--- src/rtl/uart_pkg.sv ---
// Shared encodings and defaults for the queued UART transmitter.
package uart_pkg;
  localparam logic [2:0] ST_IDLE   = 3'd0;
  localparam logic [2:0] ST_START  = 3'd1;
  localparam logic [2:0] ST_DATA   = 3'd2;
  localparam logic [2:0] ST_PARITY = 3'd3;
  localparam logic [2:0] ST_STOP   = 3'd4;

  localparam int         OVERSAMPLE_DEF  = 16;
  localparam logic [9:0] BAUD_9600_50MHZ = 10'd325;

  // A divisor of zero would never tick; run it as divide-by-one instead.
  function automatic logic [9:0] baud_div(input logic [9:0] b);
    return (b == 10'd0) ? 10'd1 : b;
  endfunction
endpackage

--- src/rtl/uart_tx_fifo.sv ---
// Small synchronous byte queue feeding the transmitter; show-ahead read port.
module uart_tx_fifo #(
  parameter int DEPTH = 4,
  parameter int AW    = $clog2(DEPTH)
) (
  input  logic          clk,
  input  logic          reset,
  input  logic          push,
  input  logic [7:0]    wdata,
  input  logic          pop,
  output logic [7:0]    rdata,
  output logic          full,
  output logic          empty,
  output logic [AW:0]   level
);
  logic [7:0]    r_mem [DEPTH];
  logic [AW-1:0] r_wptr;
  logic [AW-1:0] r_rptr;
  logic [AW:0]   r_level;
  logic          w_push;
  logic          w_pop;

  // Full/empty come from the registered level, so a same-cycle pop never frees a slot early.
  assign full   = (r_level == (AW+1)'(DEPTH));
  assign empty  = (r_level == '0);
  assign level  = r_level;
  assign rdata  = r_mem[r_rptr];
  assign w_push = push && !full;
  assign w_pop  = pop && !empty;

  always_ff @(posedge clk) begin
    if (w_push) r_mem[r_wptr] <= wdata;
  end

  always_ff @(posedge clk) begin
    if (reset) begin
      r_wptr  <= '0;
      r_rptr  <= '0;
      r_level <= '0;
    end else begin
      if (w_push) r_wptr <= r_wptr + 1'b1;
      if (w_pop)  r_rptr <= r_rptr + 1'b1;
      case ({w_push, w_pop})
        2'b10:   r_level <= r_level + 1'b1;
        2'b01:   r_level <= r_level - 1'b1;
        default: r_level <= r_level;
      endcase
    end
  end
endmodule

--- src/rtl/uart_tx_queued.sv ---
// Queued UART transmitter: 8N1 framing, back-to-back frames from a byte FIFO.
// Define UART_TX_PARITY_EN to insert an even-parity bit after the data bits.
module uart_tx_queued
  import uart_pkg::*;
#(
  parameter int FIFO_DEPTH = 4,
  parameter int OVERSAMPLE = OVERSAMPLE_DEF
) (
  input  logic       clk,
  input  logic       reset,
  input  logic [7:0] tx_data,
  input  logic       tx_start,
  input  logic [9:0] baudselect,
  input  logic       tx_complete_del_flag,
  output logic       TXD,
  output logic       tx_busy,
  output logic       tx_complete_flag,
  output logic       tx_full,
  output logic       tx_overflow
);
  localparam int AW = $clog2(FIFO_DEPTH);
  localparam int TW = $clog2(OVERSAMPLE);

  logic [7:0]    w_rdata;
  logic          w_full;
  logic          w_empty;
  logic [AW:0]   w_level;
  logic          w_bit_end;
  logic          w_load;

  logic [2:0]    r_state;
  logic [9:0]    r_baud;
  logic [9:0]    r_div;
  logic [TW-1:0] r_tick;
  logic [2:0]    r_bit;
  logic [7:0]    r_shift;
  logic          r_txd;
  logic          r_flag;
  logic          r_ovf;
`ifdef UART_TX_PARITY_EN
  logic          r_par;
`endif

  uart_tx_fifo #(.DEPTH(FIFO_DEPTH)) u_fifo (
    .clk   (clk),
    .reset (reset),
    .push  (tx_start),
    .wdata (tx_data),
    .pop   (w_load),
    .rdata (w_rdata),
    .full  (w_full),
    .empty (w_empty),
    .level (w_level)
  );

  assign w_bit_end = (r_div == r_baud - 10'd1) && (r_tick == TW'(OVERSAMPLE - 1));
  // A new frame starts from IDLE or straight out of a finishing stop bit.
  assign w_load    = !w_empty && ((r_state == ST_IDLE) || ((r_state == ST_STOP) && w_bit_end));

  assign TXD              = r_txd;
  assign tx_busy          = (r_state != ST_IDLE) || (w_level != '0);
  assign tx_complete_flag = r_flag;
  assign tx_full          = w_full;
  assign tx_overflow      = r_ovf;

  always_ff @(posedge clk) begin
    if (reset) begin
      r_state <= ST_IDLE;
      r_baud  <= 10'd1;
      r_div   <= '0;
      r_tick  <= '0;
      r_bit   <= '0;
      r_shift <= '0;
      r_txd   <= 1'b1;
      r_flag  <= 1'b0;
      r_ovf   <= 1'b0;
`ifdef UART_TX_PARITY_EN
      r_par   <= 1'b0;
`endif
    end else begin
      if (tx_start && w_full) r_ovf <= 1'b1;

      if ((r_state == ST_STOP) && w_bit_end) r_flag <= 1'b1;
      else if (tx_complete_del_flag)         r_flag <= 1'b0;

      // Line driver follows the state one cycle later; every bit keeps its full width.
      case (r_state)
        ST_START:  r_txd <= 1'b0;
        ST_DATA:   r_txd <= r_shift[0];
`ifdef UART_TX_PARITY_EN
        ST_PARITY: r_txd <= r_par;
`endif
        default:   r_txd <= 1'b1;
      endcase

      if (w_load) begin
        r_state <= ST_START;
        r_baud  <= baud_div(baudselect);
        r_div   <= '0;
        r_tick  <= '0;
        r_bit   <= '0;
        r_shift <= w_rdata;
`ifdef UART_TX_PARITY_EN
        r_par   <= ^w_rdata;
`endif
      end else if (r_state != ST_IDLE) begin
        if (r_div == r_baud - 10'd1) begin
          r_div  <= '0;
          r_tick <= (r_tick == TW'(OVERSAMPLE - 1)) ? '0 : r_tick + 1'b1;
        end else begin
          r_div  <= r_div + 10'd1;
        end

        if (w_bit_end) begin
          case (r_state)
            ST_START: begin
              r_state <= ST_DATA;
              r_bit   <= '0;
            end
            ST_DATA: begin
              r_shift <= {1'b0, r_shift[7:1]};
              r_bit   <= r_bit + 3'd1;
              if (r_bit == 3'd7) begin
`ifdef UART_TX_PARITY_EN
                r_state <= ST_PARITY;
`else
                r_state <= ST_STOP;
`endif
              end
            end
`ifdef UART_TX_PARITY_EN
            ST_PARITY: r_state <= ST_STOP;
`endif
            default:   r_state <= ST_IDLE;
          endcase
        end
      end
    end
  end
endmodule

--- config.mk ---
export PLATFORM = sky130hd
export DESIGN_NAME = uart_tx_queued
export DESIGN_NICKNAME = d
export VERILOG_FILES = /design/src/rtl/uart_pkg.sv /design/src/rtl/uart_tx_fifo.sv /design/src/rtl/uart_tx_queued.sv
export SDC_FILE = /design/constraint.sdc
export NUM_CORES = 1
export LEC_CHECK = 0
export CAP_MARGIN = 20
export CORE_UTILIZATION = 35
export DETAILED_ROUTE_END_ITERATION = 10
export PLACE_DENSITY = 0.58
export SLEW_MARGIN = 20
export SYNTH_ARGS = -nofsm -noshare
export SYNTH_HDL_FRONTEND = slang
export SYNTH_SLANG_ARGS = --single-unit
--- constraint.sdc ---
create_clock -name clk -period 3.9 [get_ports clk]
set_input_delay 0.78 -clock clk [delete_from_list [all_inputs] [get_ports clk]]
set_output_delay 0.78 -clock clk [all_outputs]
set_load 0.01 [all_outputs]
==> implementation parameters <==
Parameter                              Value

Run status
  Run status ... complete, no violations

Logic synthesis
  Count of yosys warnings during synthesis ... 0
  Syn Nets ... 407
  Post-synthesis area per instance ... 10.7 µm²
  Share of the yosys chip area belonging to registers ... 0.490
  Count of distinct cell types in the synthesized netlist ... 52
  Predominant post-synthesis flop cell ... sky130_fd_sc_hd__dfxtp_1
  Share of flip-flops with an asynchronous set or reset ... 0
  Number of standard cells after synthesis ... 374
  Number of synthesized register bits ... 82
  Synth Cell Area ... 4010 µm²
  Number of flops mapped to enable cells by yosys ... 32

Detailed routing
  Remaining design rule violation count ... 0
  Via density ... 5.26
  Routed wire length on met3 ... 357 µm
  Via count ... 2822
  Detailed Route Iter0 Violations ... 163
  Routed WL per cell ... 14.9 µm
  Detailed-routing wirelength on met1 ... 3.85 mm
  DR top layer ... met4
  Metal2 WL ... 3.63 mm
  Remaining number of nets flagged by the antenna check after routing ... 0
  Routed WL ... 7.98 mm
  Number of iterations in the first detailed-routing pass ... 4

Worst hold path
  WHS Path Cells ... 2
  Worst hold path type ... register to register

STA
  Measured slew at the worst slew-check pin ... 896 ps
  Worst Setup Slack, final ... 288 ps
  Final min period ... 3610 ps
  Number of hold violations in the final report ... 0
  Final Skew ... 12.5 ps
  Total setup violations reported at the end of the flow ... 0
  Share of the clock period used by the worst path ... 0.926
  Setup TNS ... 0 ps
  Number of max-slew violations in the final report ... 0
  Tightest slew margin relative to the limit ... 0.403
  Fmax ... 277 MHz
  Unrepaired setup endpoints after global routing ... no

GRT
  Maximum number of pins on one net before global-route repair ... 50
  Antenna violations before repair ... 0
  First-pass GRT wire length ... 13.6 mm
  Total congestion overflow after global routing ... 0
  Total GRT Usage ... 0.150
  Vias in the first global route ... 2792

Floorplanning
  I/O pin count ... 27
  Effective utilization at floorplan ... 0.365
  Area of the core ... 11000 µm²
  DIE WIDTH ... 109 µm
  Vertical extent of the die ... 109 µm
  Count of standard-cell rows ... 38
  Total die area ... 11900 µm²

Job
  Maxcap violations ... 0

Critical path
  Worst setup SP type ... register
  Number of cell instances on the worst register-to-register path ... 12
  Type of destination of the critical path ... register
  Arrival time of the worst setup path ... 3870 ps
  Critical Path RT ... 4160 ps
  Max FO, Critical Path ... 9
  Critical path type ... register to register

Placed design
  Weighted congestion reported at the end of routability-driven placement ... 0.834
  Count of port buffers added during placement ... 26
  Setup slack after placement ... 287 ps
  Placed Instances ... 520
  Sum of net half-perimeters after detailed placement ... 5.41 mm

Clock network
  Clock sinks ... 82
  Clock-pin slew of the registers on the worst-case setup and hold paths ... 70 ps
  Number of buffers on the longest clock path ... 2
  CTS tree ... built
  Clock H-tree levels ... 3
  Clock buffers created by TritonCTS ... 9
  CTS root buffer ... sky130_fd_sc_hd__clkbuf_16
  Number of hold buffers added after CTS ... 0
  Insertion delay to the later sink of the worst-skew pair ... 340 ps
  Number of buffers inserted to repair setup after CTS ... 0
  Post-CTS Resized ... 0

Pwr
  Worst VDD drop ... 0.338 mV
  Static Leak ... 0.00168 µW
  Ratio of total power to cell area ... 702 nW/µm²

Cells and area
  Filler-free cell count of the finished design ... 536
  Number of nets in the layout ... 424
  Fraction of layout instances using a drive strength above 1 ... 0.101
  Area overhead of the layout relative to synthesis ... 16.6%
  Antenna diode count ... 0
layer usage:
| layer | vias up | global-route usage |
|---|---|---|
| li1 | 1389 | - |
| met1 | 1362 | 0.202 |
| met2 | 60 | 0.228 |
| met3 | 11 | 0.0400 |
| met4 | 0 | 0.0618 |
| met5 | - | 0 |
Yosys cell counts, drive strengths merged, types with 2 or more instances:
master / count / area share
a311oi: 2 / 0.0044
nor4: 11 / 0.019
nand3b: 5 / 0.0094
nor3: 13 / 0.019
xor2: 12 / 0.026
o211ai: 3 / 0.0056
buf: 3 / 0.0037
and3: 5 / 0.0078
or3: 6 / 0.011
nand3: 13 / 0.016
edfxtp: 32 / 0.24
dfxtp: 50 / 0.25
or4: 3 / 0.0056
nor3b: 9 / 0.017
and2: 6 / 0.0094
mux2i: 17 / 0.042
ha: 10 / 0.031
a21oi: 11 / 0.014
or2: 4 / 0.0062
nand4: 7 / 0.011
nand2: 10 / 0.0094
mux4: 8 / 0.045
clkbuf: 19 / 0.018
or4b: 2 / 0.0050
inv: 12 / 0.011
nand2b: 14 / 0.022
nor2b: 2 / 0.0031
o31ai: 4 / 0.012
xnor3: 2 / 0.011
a211oi: 6 / 0.011
o21ai: 6 / 0.0075
xnor2: 13 / 0.028
a31oi: 2 / 0.0031
nor2: 41 / 0.039
critical path, cell delays in order (launching register included):
cell and delay, ps:
sky130_fd_sc_hd__dfxtp_1 440, sky130_fd_sc_hd__inv_1 70, sky130_fd_sc_hd__ha_1 320, sky130_fd_sc_hd__and4_1 220, sky130_fd_sc_hd__or4_1 380, sky130_fd_sc_hd__or4_1 550, sky130_fd_sc_hd__o31ai_4 280, sky130_fd_sc_hd__ha_1 220
sky130_fd_sc_hd__inv_1 60, sky130_fd_sc_hd__fa_1 370, sky130_fd_sc_hd__xor2_1 160, sky130_fd_sc_hd__or3_1 300, sky130_fd_sc_hd__a21oi_1 150
registers in the layout, summed over array words and instances, names as in the netlist, 3 cells and up, named ones only:
register	cells
r_baud	10
r_tick	4
r_bit	3
u_fifo.r_mem	32
r_div	10
r_shift	8
u_fifo.level	3
r_state	3
worst paths after layout:
kind	endpoint	startpoint	slack (ps)
worst max register to register	u_fifo.level[2]	r_baud[0]	290
worst min register to register	tx_complete_flag	tx_complete_flag	480
worst max-delay path	u_fifo.level[2]	r_baud[0]	290
worst min-delay path	tx_complete_flag	tx_complete_flag	480
cells by family after synthesis:
kind of cell	share of synthesized area
buf+inv	0.0328
simple gates	0.215
mux	0.0874
flops	0.490
compound gates	0.0727
xor+xnor	0.0659
fa+ha+maj	0.0362
power breakdown:
group          switching (µW)  internal, µW
Combinational             695           549
Sequential                155          1040
Clock                     389           451
layout by cell type (no fill, tap or decap), types with 3 or more instances in the layout:
cell type	instances
sky130_fd_sc_hd__or4_1	3
sky130_fd_sc_hd__nor3_1	12
sky130_fd_sc_hd__and2_1	6
sky130_fd_sc_hd__ha_1	10
sky130_fd_sc_hd__a21oi_1	11
sky130_fd_sc_hd__nand3b_1	5
sky130_fd_sc_hd__nand2b_1	14
sky130_fd_sc_hd__a211oi_1	6
sky130_fd_sc_hd__nand3_1	13
sky130_fd_sc_hd__or3_1	5
sky130_fd_sc_hd__o21ai_0	6
sky130_fd_sc_hd__and3_1	5
sky130_fd_sc_hd__nand4_1	7
sky130_fd_sc_hd__xnor2_1	13
sky130_fd_sc_hd__nand2_1	10
sky130_fd_sc_hd__nor2_1	40
sky130_fd_sc_hd__mux4_2	8
sky130_fd_sc_hd__nor3b_1	9
sky130_fd_sc_hd__inv_8	3
sky130_fd_sc_hd__clkdlybuf4s50_1	25
sky130_fd_sc_hd__xor2_1	12
sky130_fd_sc_hd__nor4_1	10
sky130_fd_sc_hd__mux2i_1	17
sky130_fd_sc_hd__inv_1	12
sky130_fd_sc_hd__clkbuf_16	9
sky130_fd_sc_hd__o211ai_1	3
sky130_fd_sc_hd__or2_2	4
sky130_fd_sc_hd__edfxtp_1	32
sky130_fd_sc_hd__dfxtp_1	50
through the flow:
| step | total power (µW) | area [µm²] | util | hold slack (ps) |
|---|---|---|---|---|
| 6_report | 3280 | 4670 | 0.426 | 479 |
| 5_1_grt | 3510 | 4670 | 0.426 | 513 |
| 4_1_cts | 3320 | 4670 | 0.426 | 483 |
| 3_5_place_dp | 2460 | 4380 | 0.398 | 475 |
| 3_3_place_gp | 2440 | 4380 | 0.398 | 458 |
| 2_1_floorplan | 2140 | 4010 | - | 458 |
layout make-up:
cell class              instances  area, µm²
clock buffers                   9        225
clock inverters                 7       73.8
fillers                      1026       6310
inverters                      12       45.0
multi-input cells             258       1920
flip-flops and latches         82       1960
well taps                     140        175
repair buffers                 28        270
(Power assumes the default switching activity.)
